`config.mk`:
```
export PLATFORM = sky130hd
export DESIGN_NAME = clk_gen_multi_flat
export DESIGN_NICKNAME = d
export VERILOG_FILES = /design/src/rtl/clk_gen_multi_if.sv /design/src/rtl/clk_gen_multi.sv /design/src/flat_wrapper.sv
export SDC_FILE = /design/constraint.sdc
export NUM_CORES = 1
export LEC_CHECK = 0
export BUFFER_PORTS_ARGS = -buffer_cell sky130_fd_sc_hd__buf_4
export CELL_PAD_IN_SITES_DETAIL_PLACEMENT = 0
export CELL_PAD_IN_SITES_GLOBAL_PLACEMENT = 1
export CORE_MARGIN = 8
export CORE_UTILIZATION = 40
export DETAILED_ROUTE_END_ITERATION = 10
export HOLD_SLACK_MARGIN = 0.1
export PLACE_DENSITY_LB_ADDON = 0.25
export SYNTH_ARGS = -nofsm -noshare
export SYNTH_HDL_FRONTEND = slang
export SYNTH_SLANG_ARGS = --single-unit
```
`constraint.sdc`:
```
create_clock -name clk -period 4.7 [get_ports clk]
set_clock_uncertainty 0.15 [all_clocks]
set_input_delay 0.94 -clock clk [delete_from_list [all_inputs] [get_ports clk]]
set_output_delay 0.94 -clock clk [all_outputs]
set_load 0.005 [all_outputs]
```
`src/rtl/clk_gen_multi_if.sv`:
```
// Control/status bundle for clk_gen_multi: divisor loads, run/step requests
// from the controller side, divided clocks, edge enables and status back.
interface clk_gen_multi_if #(
    parameter int CHANNELS = 2,
    parameter int CNT_W    = 8
);
    logic [CHANNELS*CNT_W-1:0] div_half;
    logic [CHANNELS-1:0]       div_load;
    logic [CHANNELS-1:0]       run;
    logic [CHANNELS-1:0]       step;
    logic [CHANNELS-1:0]       clk_out;
    logic [CHANNELS-1:0]       rise_en;
    logic [CHANNELS-1:0]       fall_en;
    logic [CHANNELS-1:0]       busy;
    logic                      ready;

    modport master (
        output div_half, div_load, run, step,
        input  clk_out, rise_en, fall_en, busy, ready
    );

    modport slave (
        input  div_half, div_load, run, step,
        output clk_out, rise_en, fall_en, busy, ready
    );
endinterface

```
`src/rtl/clk_gen_multi.sv`:
```
// Multi-channel 50% duty clock divider with glitch-free start/stop, debug
// single-step, runtime divisor reload and a post-reset startup hold-off.
module clk_gen_multi #(
    parameter int CHANNELS     = 2,
    parameter int CNT_W        = 8,
    parameter int START_DLY    = 1,
    parameter int DEFAULT_HALF = 0
) (
    input  logic           clk,
    input  logic           rst_n,
    clk_gen_multi_if.slave bus
);

    localparam int DLY_W = (START_DLY < 1) ? 1 : $clog2(START_DLY + 1);

    typedef enum logic {
        ST_WAIT,
        ST_READY
    } startup_state_t;

    startup_state_t     st_q, st_d;
    logic [DLY_W-1:0]   dly_q, dly_d;
    logic               ready_int;

    logic [CHANNELS-1:0] clk_vec;
    logic [CHANNELS-1:0] rise_vec;
    logic [CHANNELS-1:0] fall_vec;
    logic [CHANNELS-1:0] busy_vec;

    always_ff @(posedge clk or negedge rst_n) begin
        if (!rst_n) begin
            st_q  <= ST_WAIT;
            dly_q <= '0;
        end else begin
            st_q  <= st_d;
            dly_q <= dly_d;
        end
    end

    // ready must appear on exactly the START_DLY-th edge after reset release
    always_comb begin
        st_d  = st_q;
        dly_d = dly_q;
        case (st_q)
            ST_WAIT: begin
                if (dly_q == DLY_W'(START_DLY - 1)) begin
                    st_d = ST_READY;
                end else begin
                    dly_d = dly_q + DLY_W'(1);
                end
            end
            ST_READY: begin
                st_d = ST_READY;
            end
            default: begin
                st_d  = ST_WAIT;
                dly_d = '0;
            end
        endcase
    end

    always_comb begin
        ready_int = (st_q == ST_READY);
    end

    for (genvar g = 0; g < CHANNELS; g++) begin : g_ch
        logic [CNT_W-1:0] cnt_q;
        logic [CNT_W-1:0] half_q;
        logic [CNT_W-1:0] pend_q;
        logic             pend_v_q;
        logic             clk_q;
        logic             rise_q;
        logic             fall_q;
        logic             busy_q;
        logic [CNT_W-1:0] div_in;
        logic             active;
        logic             at_top;
        logic             period_end;
        logic             idle;
        logic             step_ok;

        assign div_in     = bus.div_half[g*CNT_W +: CNT_W];
        assign active     = ready_int & (bus.run[g] | busy_q | clk_q | (cnt_q != '0));
        assign at_top     = (cnt_q == half_q);
        assign period_end = active & at_top & clk_q;
        assign idle       = ~active & ~clk_q & (cnt_q == '0);
        assign step_ok    = bus.step[g] & ~bus.run[g] & ~busy_q & idle;

        // Edge enables are registered with the toggle so they line up with clk_out
        always_ff @(posedge clk or negedge rst_n) begin
            if (!rst_n) begin
                cnt_q  <= '0;
                clk_q  <= 1'b0;
                rise_q <= 1'b0;
                fall_q <= 1'b0;
            end else begin
                rise_q <= 1'b0;
                fall_q <= 1'b0;
                if (active) begin
                    if (at_top) begin
                        cnt_q  <= '0;
                        clk_q  <= ~clk_q;
                        rise_q <= ~clk_q;
                        fall_q <= clk_q;
                    end else begin
                        cnt_q <= cnt_q + CNT_W'(1);
                    end
                end
            end
        end

        // A new divisor only takes effect between periods; a load on the
        // swap edge wins and waits for the following boundary
        always_ff @(posedge clk or negedge rst_n) begin
            if (!rst_n) begin
                half_q   <= CNT_W'(DEFAULT_HALF);
                pend_q   <= '0;
                pend_v_q <= 1'b0;
            end else begin
                if ((period_end || idle) && pend_v_q) begin
                    half_q   <= pend_q;
                    pend_v_q <= 1'b0;
                end
                if (bus.div_load[g]) begin
                    pend_q   <= div_in;
                    pend_v_q <= 1'b1;
                end
            end
        end

        always_ff @(posedge clk or negedge rst_n) begin
            if (!rst_n) begin
                busy_q <= 1'b0;
            end else if (step_ok) begin
                busy_q <= 1'b1;
            end else if (period_end) begin
                busy_q <= 1'b0;
            end
        end

        assign clk_vec[g]  = clk_q;
        assign rise_vec[g] = rise_q;
        assign fall_vec[g] = fall_q;
        assign busy_vec[g] = busy_q;
    end

    assign bus.clk_out = clk_vec;
    assign bus.rise_en = rise_vec;
    assign bus.fall_en = fall_vec;
    assign bus.busy    = busy_vec;
    assign bus.ready   = ready_int;

endmodule
```
`src/flat_wrapper.sv`:
```
// flat-port wrapper written by rule: the top's interface ports become plain ports
module clk_gen_multi_flat 
#(
    parameter int CHANNELS     = 2,
    parameter int CNT_W        = 8,
    parameter int START_DLY    = 1,
    parameter int DEFAULT_HALF = 0
)
  (clk, rst_n, bus_div_half, bus_div_load, bus_run, bus_step, bus_clk_out, bus_rise_en, bus_fall_en, bus_busy, bus_ready);
  clk_gen_multi_if #(.CHANNELS(CHANNELS), .CNT_W(CNT_W)) bus_i ();
  input  logic clk;
  input  logic rst_n;
  input wire logic [$bits(bus_i.div_half)-1:0] bus_div_half;
  input wire logic [$bits(bus_i.div_load)-1:0] bus_div_load;
  input wire logic [$bits(bus_i.run)-1:0] bus_run;
  input wire logic [$bits(bus_i.step)-1:0] bus_step;
  output wire logic [$bits(bus_i.clk_out)-1:0] bus_clk_out;
  output wire logic [$bits(bus_i.rise_en)-1:0] bus_rise_en;
  output wire logic [$bits(bus_i.fall_en)-1:0] bus_fall_en;
  output wire logic [$bits(bus_i.busy)-1:0] bus_busy;
  output wire logic [$bits(bus_i.ready)-1:0] bus_ready;
  assign bus_i.div_half = bus_div_half;
  assign bus_i.div_load = bus_div_load;
  assign bus_i.run = bus_run;
  assign bus_i.step = bus_step;
  assign bus_clk_out = bus_i.clk_out;
  assign bus_rise_en = bus_i.rise_en;
  assign bus_fall_en = bus_i.fall_en;
  assign bus_busy = bus_i.busy;
  assign bus_ready = bus_i.ready;
  clk_gen_multi #(.CHANNELS(CHANNELS), .CNT_W(CNT_W), .START_DLY(START_DLY), .DEFAULT_HALF(DEFAULT_HALF)) u_core (.clk(clk), .rst_n(rst_n), .bus(bus_i));
endmodule
```
### Yosys cells after proc, flatten, opt, wreduce, memory -nomap -nowiden

Cells that the tools add are included.

* register bits after elaboration: 60
* input bits: 24
* output and inout port bits: 9
* word-level logic and storage cells: 89

* $add $sub $neg: 3
* equality and inequality tests: 2
* muxes and demuxes: 21
* bitwise logic cells: 31
* reduce and logical (&&, ||, !) cells: 14

Operators with widths (number)
* $mux 1: 18
* $add 8x1->8 const B: 2
* $and 1x1->1: 16
* $eq 8x8->1: 2
* $logic_not 8->1: 2
* $mux 8: 2
* $reduce_bool 8->1: 2
* $not 1->1: 9
* $reduce_bool 2->1: 4
* $or 1x1->1: 6
* $reduce_and 2->1: 2
* $logic_and 1x1->1: 2
* $logic_or 1x1->1: 2
* $pmux 1 s2: 1
* $add 1x1->1 const B: 1

### Logic depth before layout (Yosys ltp)

Gate-level depths: netlist of run 1.

* depth in word-level cells: 11
* mapped depth: 7
* gate-level depth less buffers: 6

### Worst setup path after synthesis of run 1

No wires, ideal clock.

* path type: in2reg
* from: input bus_run[1]
* to: register u_core.g_ch[1].cnt_q[3]
* setup time: 0.143 ns
* arrival: 1.833 ns
* required time: 4.407 ns
* setup slack: 2.574 ns
* cell stages on the path: 4
* path buffers: 0
* cells stage by stage: or2_2 o31a_1 o211ai_1 o221ai_1

* longest elaborated chain between the ends: 4

RTL lines
* start, declared: line flat_wrapper.sv:15 `input wire logic [$bits(bus_i.run)-1:0] bus_run;`
* $or 1x1->1 (3 in a row): line clk_gen_multi.sv:83 `assign active = ready_int & (bus.run[g] | busy_q | clk_q | (cnt_q != '0));`
* $and 1x1->1: line clk_gen_multi.sv:83
* end signal, assigned: line clk_gen_multi.sv:106 `cnt_q <= cnt_q + CNT_W'(1);`
* end, declared: line clk_gen_multi.sv:67 `logic [CNT_W-1:0] cnt_q;`

No other way between the ends.
A chain may end at the register's enable or synchronous reset.

### Worst setup path in the final report of run 1

* from: register u_core.st_q, in the netlist u_core.bus.ready
* to: output bus_ready

RTL lines
* start, declared: line clk_gen_multi.sv:21 `startup_state_t st_q, st_d;`
* start signal, assigned: line clk_gen_multi.sv:35 `st_q <= st_d;`
* end, declared: line flat_wrapper.sv:21 `output wire logic [$bits(bus_i.ready)-1:0] bus_ready;`

No word-level cell between the ends.

==> out/results.txt, run 1 <==
Status: complete, no violations
Hold_buf cts: 0
1st-pass router iterations: 4
Fin. Hold Viols: 0
Routed len/inst: 15.2 um
Worst Reg-to-Reg Cells: 4
Maximum fanout along the worst path: 18
I/O pins: 33
Max-Cap Viols: 0
Core Util, Final: 47.2%
Synth warn: 0
Seq/Total Area, Yosys: 50.1%
Synth Flop Type: dfrtp_1
Area leader, netlist: dfrtp_1
Maximum clock rate: 0.416 GHz
Hpwl dp: 4050 um
Row Count: 31
DIE WIDTH: 102 um
Worst r2r src: u_core.g_ch[1].cnt_q[3]
CTS Buffer Depth: 2
Die footprint: 10400 sq um
CP peak stage delay: 0.75 ns
Htree depth: 3
Clock latency at the later pin of the worst-skew pair: 0.34 ns
GRT overflow: 0
Top cells by instance count after synthesis: dfrtp_1, mux2_2, inv_1, xnor2_1, nand2_1
Reg2reg setup slack: 2.36 ns
Syn Nets: 288
Buffers and inverters on the worst path: 1
Worst slew pin tran: 0.738 ns
RePlAce Congestion: 0.793
Min-Delay Path Class: register to register
Iteration-0 DRC Markers: 81
FFs w/ async S/R, synth: 100%
Num CTS Buffers: 9
# setup viols final: 0
Post-CTS setup buffer count: 0
Reg clk slew, reported paths: 0.07 ns
Layout cells sized above 1: 31.6%
Synthesized flop and latch total: 59
Crit path time final: 2.41 ns
Top Family by Delay on Critical Path: flip-flops
Area grow syn2layout: 15.6%
GRT Total Usage: 12.7%
Crit Path Class: register to output pin
Core area: 7210 sq um
WL final: 5880 um
CP cell instances: buf_4
Max Slew Vio Count: 0
CP Capture Type: output pin
Fillers: 672
Clock Sinks: 59
Hold depth: 1
RSZ-0062 raised after global routing: no
Crit share post-route: 51.2%
Final #Nets: 311
Distinct cells, synth: 46
Setup tns final: 0 ns
Synth area leaders: dfrtp_1, mux2_2, xnor2_1
Mapped cell area: 2950 sq um
Initial antenna violation count: 0
Routed Antenna Nets: 0
Average cell area after synthesis: 11.3 sq um
Vias per cell: 5.23
Slowest CP cell: dfrtp_1
Post-synth EDFFs: 0
Initial Util: 40.9%
Most common cell in the netlist: dfrtp_1
CTS tree: built
Worst Path Arrival: 1.32 ns
R2R Path End: u_core.g_ch[1].half_q[6]
Setup crit start kind: register
Port bufs: 32
Vias in the first global route: 2104
Die height: 102 um
Peak supply drop: 197 uV
Resize count post-CTS: 0
Pleak: 1.50 nW
Post-synth top area share: 50.1%
Cells after synthesis: 260
Global-route wire length before repair: 10200 um
Rel. slew slack: 50.8%
Vias: 2025
# DRC: 0
Largest net degree at the start of global routing: 60
Critical Path RT: 3.61 ns
Diodes inserted: 0
Worst Hold Launch: u_core.g_ch[1].pend_q[0]
Cell Pwr Density: 413 nW/um^2
Min-Delay Endpoint: u_core.g_ch[1].half_q[0]
Root Buffer: clkbuf_8
[registers in the layout, indices dropped and copies added, names as in the netlist]
signal / flops
u_core.g_ch.cnt_q: 16
u_core.g_ch.half_q: 16
u_core.g_ch.pend_q: 16
u_core.g_ch.busy_q: 2
u_core.g_ch.clk_q: 2
u_core.g_ch.fall_q: 2
u_core.g_ch.pend_v_q: 2
u_core.g_ch.rise_q: 2
u_core.bus.ready: 1
[power breakdown]
part           switching, mW  internal [mW]  total [mW]  leakage, nW
registers              0.109          0.570       0.679        0.705
clock network          0.199          0.286       0.485        0.108
logic                  0.121          0.122       0.243        0.683
total                  0.430          0.978        1.41         1.50
[placed cells by master, fill, tap and decap left out, types with 2 or more instances in the layout]
cell / instances
a31o_2: 2
a31oi_1: 2
buf_4: 32
clkbuf_8: 12
clkinv_2: 2
dfrtp_1: 59
ha_1: 4
inv_1: 17
mux2_2: 32
nand2_1: 15
nand3_1: 9
nand4_1: 6
nor2_1: 9
nor3_1: 8
nor4_1: 4
o211ai_1: 9
o21ai_0: 10
o221ai_1: 8
o22ai_1: 2
o31a_1: 2
xnor2_1: 17
xor2_1: 2
[cell type report]
type / count / area (sq um) / share of cell area [%]
inverter: 17 / 63.8 / 1.87
multi-input combinational: 164 / 1290 / 37.9
timing repair buffer: 32 / 240 / 7.05
sequential: 59 / 1480 / 43.3
clock buffer: 12 / 165 / 4.85
tap: 99 / 124 / 3.63
clock inverter: 4 / 47.5 / 1.40
[per-layer routing]
metal  vias to the layer above  share of wire, %  track usage (%)
met2                        34                43             18.3
met3                         7               3.5             3.47
met5                         -                 0                0
li1                        991                 -                -
met1                       993                51             17.1
met4                         0               1.9             6.66
[worst max path at each step]
stage               slack, ns        startpoint  cells past startpoint                 endpoint
floorplan                2.57        bus_run[1]                      4  u_core.g_ch[1].cnt_q[3]
global placement         2.36        bus_run[1]                      5  u_core.g_ch[1].cnt_q[6]
detailed placement       2.34        bus_run[1]                      5  u_core.g_ch[1].cnt_q[6]
CTS                      2.26  u_core.bus.ready                      1                bus_ready
global route             2.11  u_core.bus.ready                      4  u_core.g_ch[0].cnt_q[0]
finish                   2.29  u_core.bus.ready                      1                bus_ready
[kinds of logic after synthesis]
group	after synthesis	synth area share (%)
compound gates	45	11.8
mux	33	12.6
flops	59	50.1
simple gates	62	12.0
other cells	1	0.127
xor+xnor	19	5.64
buf+inv	37	6.15
fa+ha+maj	4	1.70
[metrics by stage]
stage / worst slack, ns / cell area (sq um) / total power [mW] / instances / hold WS [ns]
after floorplan: 2.57 / 2950 / 0.862 / 260 / 0.325
after global placement: 2.36 / 3200 / 0.927 / 371 / 0.339
after detailed placement: 2.34 / 3200 / 0.932 / 371 / 0.347
after CTS: 2.26 / 3410 / 1.42 / 387 / 0.362
after global routing: 2.11 / 3410 / 1.50 / 387 / 0.371
final: 2.29 / 3410 / 1.41 / 387 / 0.356
Note: power is estimated with default switching activity, not from simulation.
==> inputs of run 2 (changes only) <==
==> constraint.sdc (replaced) <==
create_clock -name clk -period 2.1 [get_ports clk]
set_clock_uncertainty 0.15 [all_clocks]
set_input_delay 0.42 -clock clk [delete_from_list [all_inputs] [get_ports clk]]
set_output_delay 0.42 -clock clk [all_outputs]
set_load 0.005 [all_outputs]
==> run 2 against run 1 <==
Setup slack lost 2.2 ns. Highest routed layer unchanged. Critical path type is now register to register. Core utilization rose by 3.2 points. Flip-flop and latch count unchanged. Non-clock buffer count grew 24. Wire length rose by 7.3%. Largest cell class unchanged.
==> out/results.txt, run 2 (synthesized netlist as in run 1, its figures left out) <==
GRT Total Usage: 13.4% (+0.69 points)
Die footprint: 10400 sq um (unchanged)
Min-Delay Path Class: primary input to register
RePlAce Congestion: 0.848 (+7.0%)
Num CTS Buffers: 9 (unchanged)
Worst r2r src: u_core.g_ch[1].cnt_q[0]
Final WS setup: 0.115 ns (-2.18 ns)
Vias in the first global route: 2165 (+2.9%)
Footprint of the multi-input gates: 1330 sq um (+2.9%)
Die height: 102 um (unchanged)
Max Slew Vio Count: 0 (unchanged)
Initial Util: 40.9% (unchanged)
Largest net degree at the start of global routing: 60 (unchanged)
CP Capture Type: register
Most common cell after layout, fill and taps aside: dfrtp_1
Worst slew pin tran: 0.749 ns (+0.0114 ns)
Area grow syn2layout: 23.5%
Crit path time final: 1.98 ns
Row Count: 31 (unchanged)
Final #Nets: 335 (+7.7%)
Layout cells sized above 1: 38.1% (+6.5 points)
Final total power: 3.30 mW (+130%)
Maximum clock rate: 0.504 GHz
Most frequent cells in the layout: dfrtp_1, buf_4, mux2_2, inv_1, xnor2_1
# DRC: 0 (unchanged)
Global-route wire length before repair: 10800 um (+6.2%)
Setup crit start kind: register
Htree depth: 3 (unchanged)
Reg clk slew, reported paths: 0.08 ns (about the same)
Post-Layout Cell Count: 411 (+6.2%)
WL final: 6310 um (+7.3%)
Core area: 7210 sq um (unchanged)
Rel. slew slack: 50.1% (-0.76 points)
Clock latency at the later pin of the worst-skew pair: 0.33 ns (about the same)
Diodes inserted: 0 (unchanged)
Top Registers: u_core.g_ch.cnt_q x16, u_core.g_ch.half_q x16, u_core.g_ch.pend_q x16
Crit Path Class: register to register
Dpl cells: 394 (+6.2%)
Vias per cell: 5.16 (-1.5%)
CTS Buffer Depth: 2 (unchanged)
Pleak: 1.63 nW (+8.8%)
Maximum fanout along the worst path: 7 (-11)
Routed len/inst: 15.4 um (+1.0%)
RSZ-0062 raised after global routing: no
Cell Pwr Density: 906 nW/um^2 (+120%)
Worst slack, placed: -0.0235 ns (-2.36 ns)
Root Buffer: clkbuf_8
Worst Hold Launch: bus_div_half[11]
1st-pass router iterations: 4 (unchanged)
Fillers: 678 (+0.89%)
Port bufs: 32 (unchanged)
Status: complete, no violations
Iteration-0 DRC Markers: 110 (+36%)
I/O pins: 33 (unchanged)
Critical Path RT: 2.14 ns (-1.47 ns)
Max-Cap Viols: 0 (unchanged)
Peak supply drop: 454 uV (+130%)
DIE WIDTH: 102 um (unchanged)
# setup viols final: 0 (unchanged)
Clock Sinks: 59 (unchanged)
Reg area: 1480 sq um (unchanged)
Worst Setup SP: u_core.g_ch[1].cnt_q[0]
Fin. Hold Viols: 0 (unchanged)
Initial antenna violation count: 0 (unchanged)
Hpwl dp: 4430 um (+9.5%)
Vias: 2119 (+4.6%)
CTS tree: built
Routed Antenna Nets: 0 (unchanged)
Crit share post-route: 94.5%
GRT overflow: 0 (unchanged)
Worst Path Arrival: 2.02 ns (+0.70 ns)
==> run 2: worst max-delay path, stage by stage, from the launching register on <==
cell,delay (ns)
dfrtp_1,0.39
inv_1,0.06
ha_1,0.14
or4b_4,0.48
o31a_1,0.36
o211ai_1,0.12
o221ai_1,0.13
==> run 2: power breakdown <==
part	switching, mW	internal [mW]	total [mW]
combinational	0.357	0.360	0.717
clock	0.454	0.641	1.10
sequential	0.211	1.27	1.49
==> run 2: cell type report <==
type / instances / share of cell area (%)
well taps: 99 / 3.40
flip-flops and latches: 59 / 40.5
inverters: 17 / 1.75
multi-input cells: 164 / 36.5
repair buffers: 56 / 12.0
clock inverters: 4 / 1.31
clock buffers: 12 / 4.54
==> run 2: what timing repair did <==
item | 4_1_cts | 5_1_grt
pin swaps | 0 | 3
endpoints found under the setup margin | 3 | 25
endpoints found under the hold margin | 59 | 0
resized for setup | 1 | 6
setup buffers | 0 | 0
hold buffers | 1 | 0
==> run 2: worst paths after layout <==
path / endpoint / slack [ns] / cells after the start
worst max-delay path: u_core.g_ch[1].cnt_q[6] / 0.12 / 6
worst min-delay path: u_core.g_ch[1].pend_q[3] / 0.17 / 2
worst max register to register: u_core.g_ch[1].cnt_q[6] / 0.12 / 6
worst min register to register: u_core.g_ch[1].half_q[6] / 0.35 / 1
max in group asynchronous: u_core.g_ch[1].pend_q[6] / 0.74 / 2
min in group asynchronous: u_core.g_ch[0].pend_q[5] / 0.58 / 2
==> run 2: layer usage <==
| metal | part of all wire, % | wire, um | up-vias | global-route usage (%) |
|---|---|---|---|---|
| li1 | - | - | 1030 | - |
| met1 | 51 | 3240 | 1032 | 19.4 |
| met3 | 4.2 | 265 | 8 | 2.66 |
| met5 | 0 | 0 | - | 0 |
| met2 | 43 | 2700 | 49 | 18.5 |
| met4 | 1.8 | 113 | 0 | 6.77 |
==> run 2: per-stage QoR <==
| stage | setup TNS (ns) | instance area, sq um | hold WS (ns) | utilization (%) |
|---|---|---|---|---|
| finish | 0 | 3640 | 0.168 | 50.5 |
| global route | 0 | 3640 | 0.155 | 50.5 |
| CTS | 0 | 3610 | 0.150 | 50.0 |
| detailed placement | -0.0387 | 3380 | 0.347 | 46.9 |
| global placement | 0 | 3380 | 0.337 | 46.9 |
| floorplan | 0 | 2950 | -0.0256 | - |
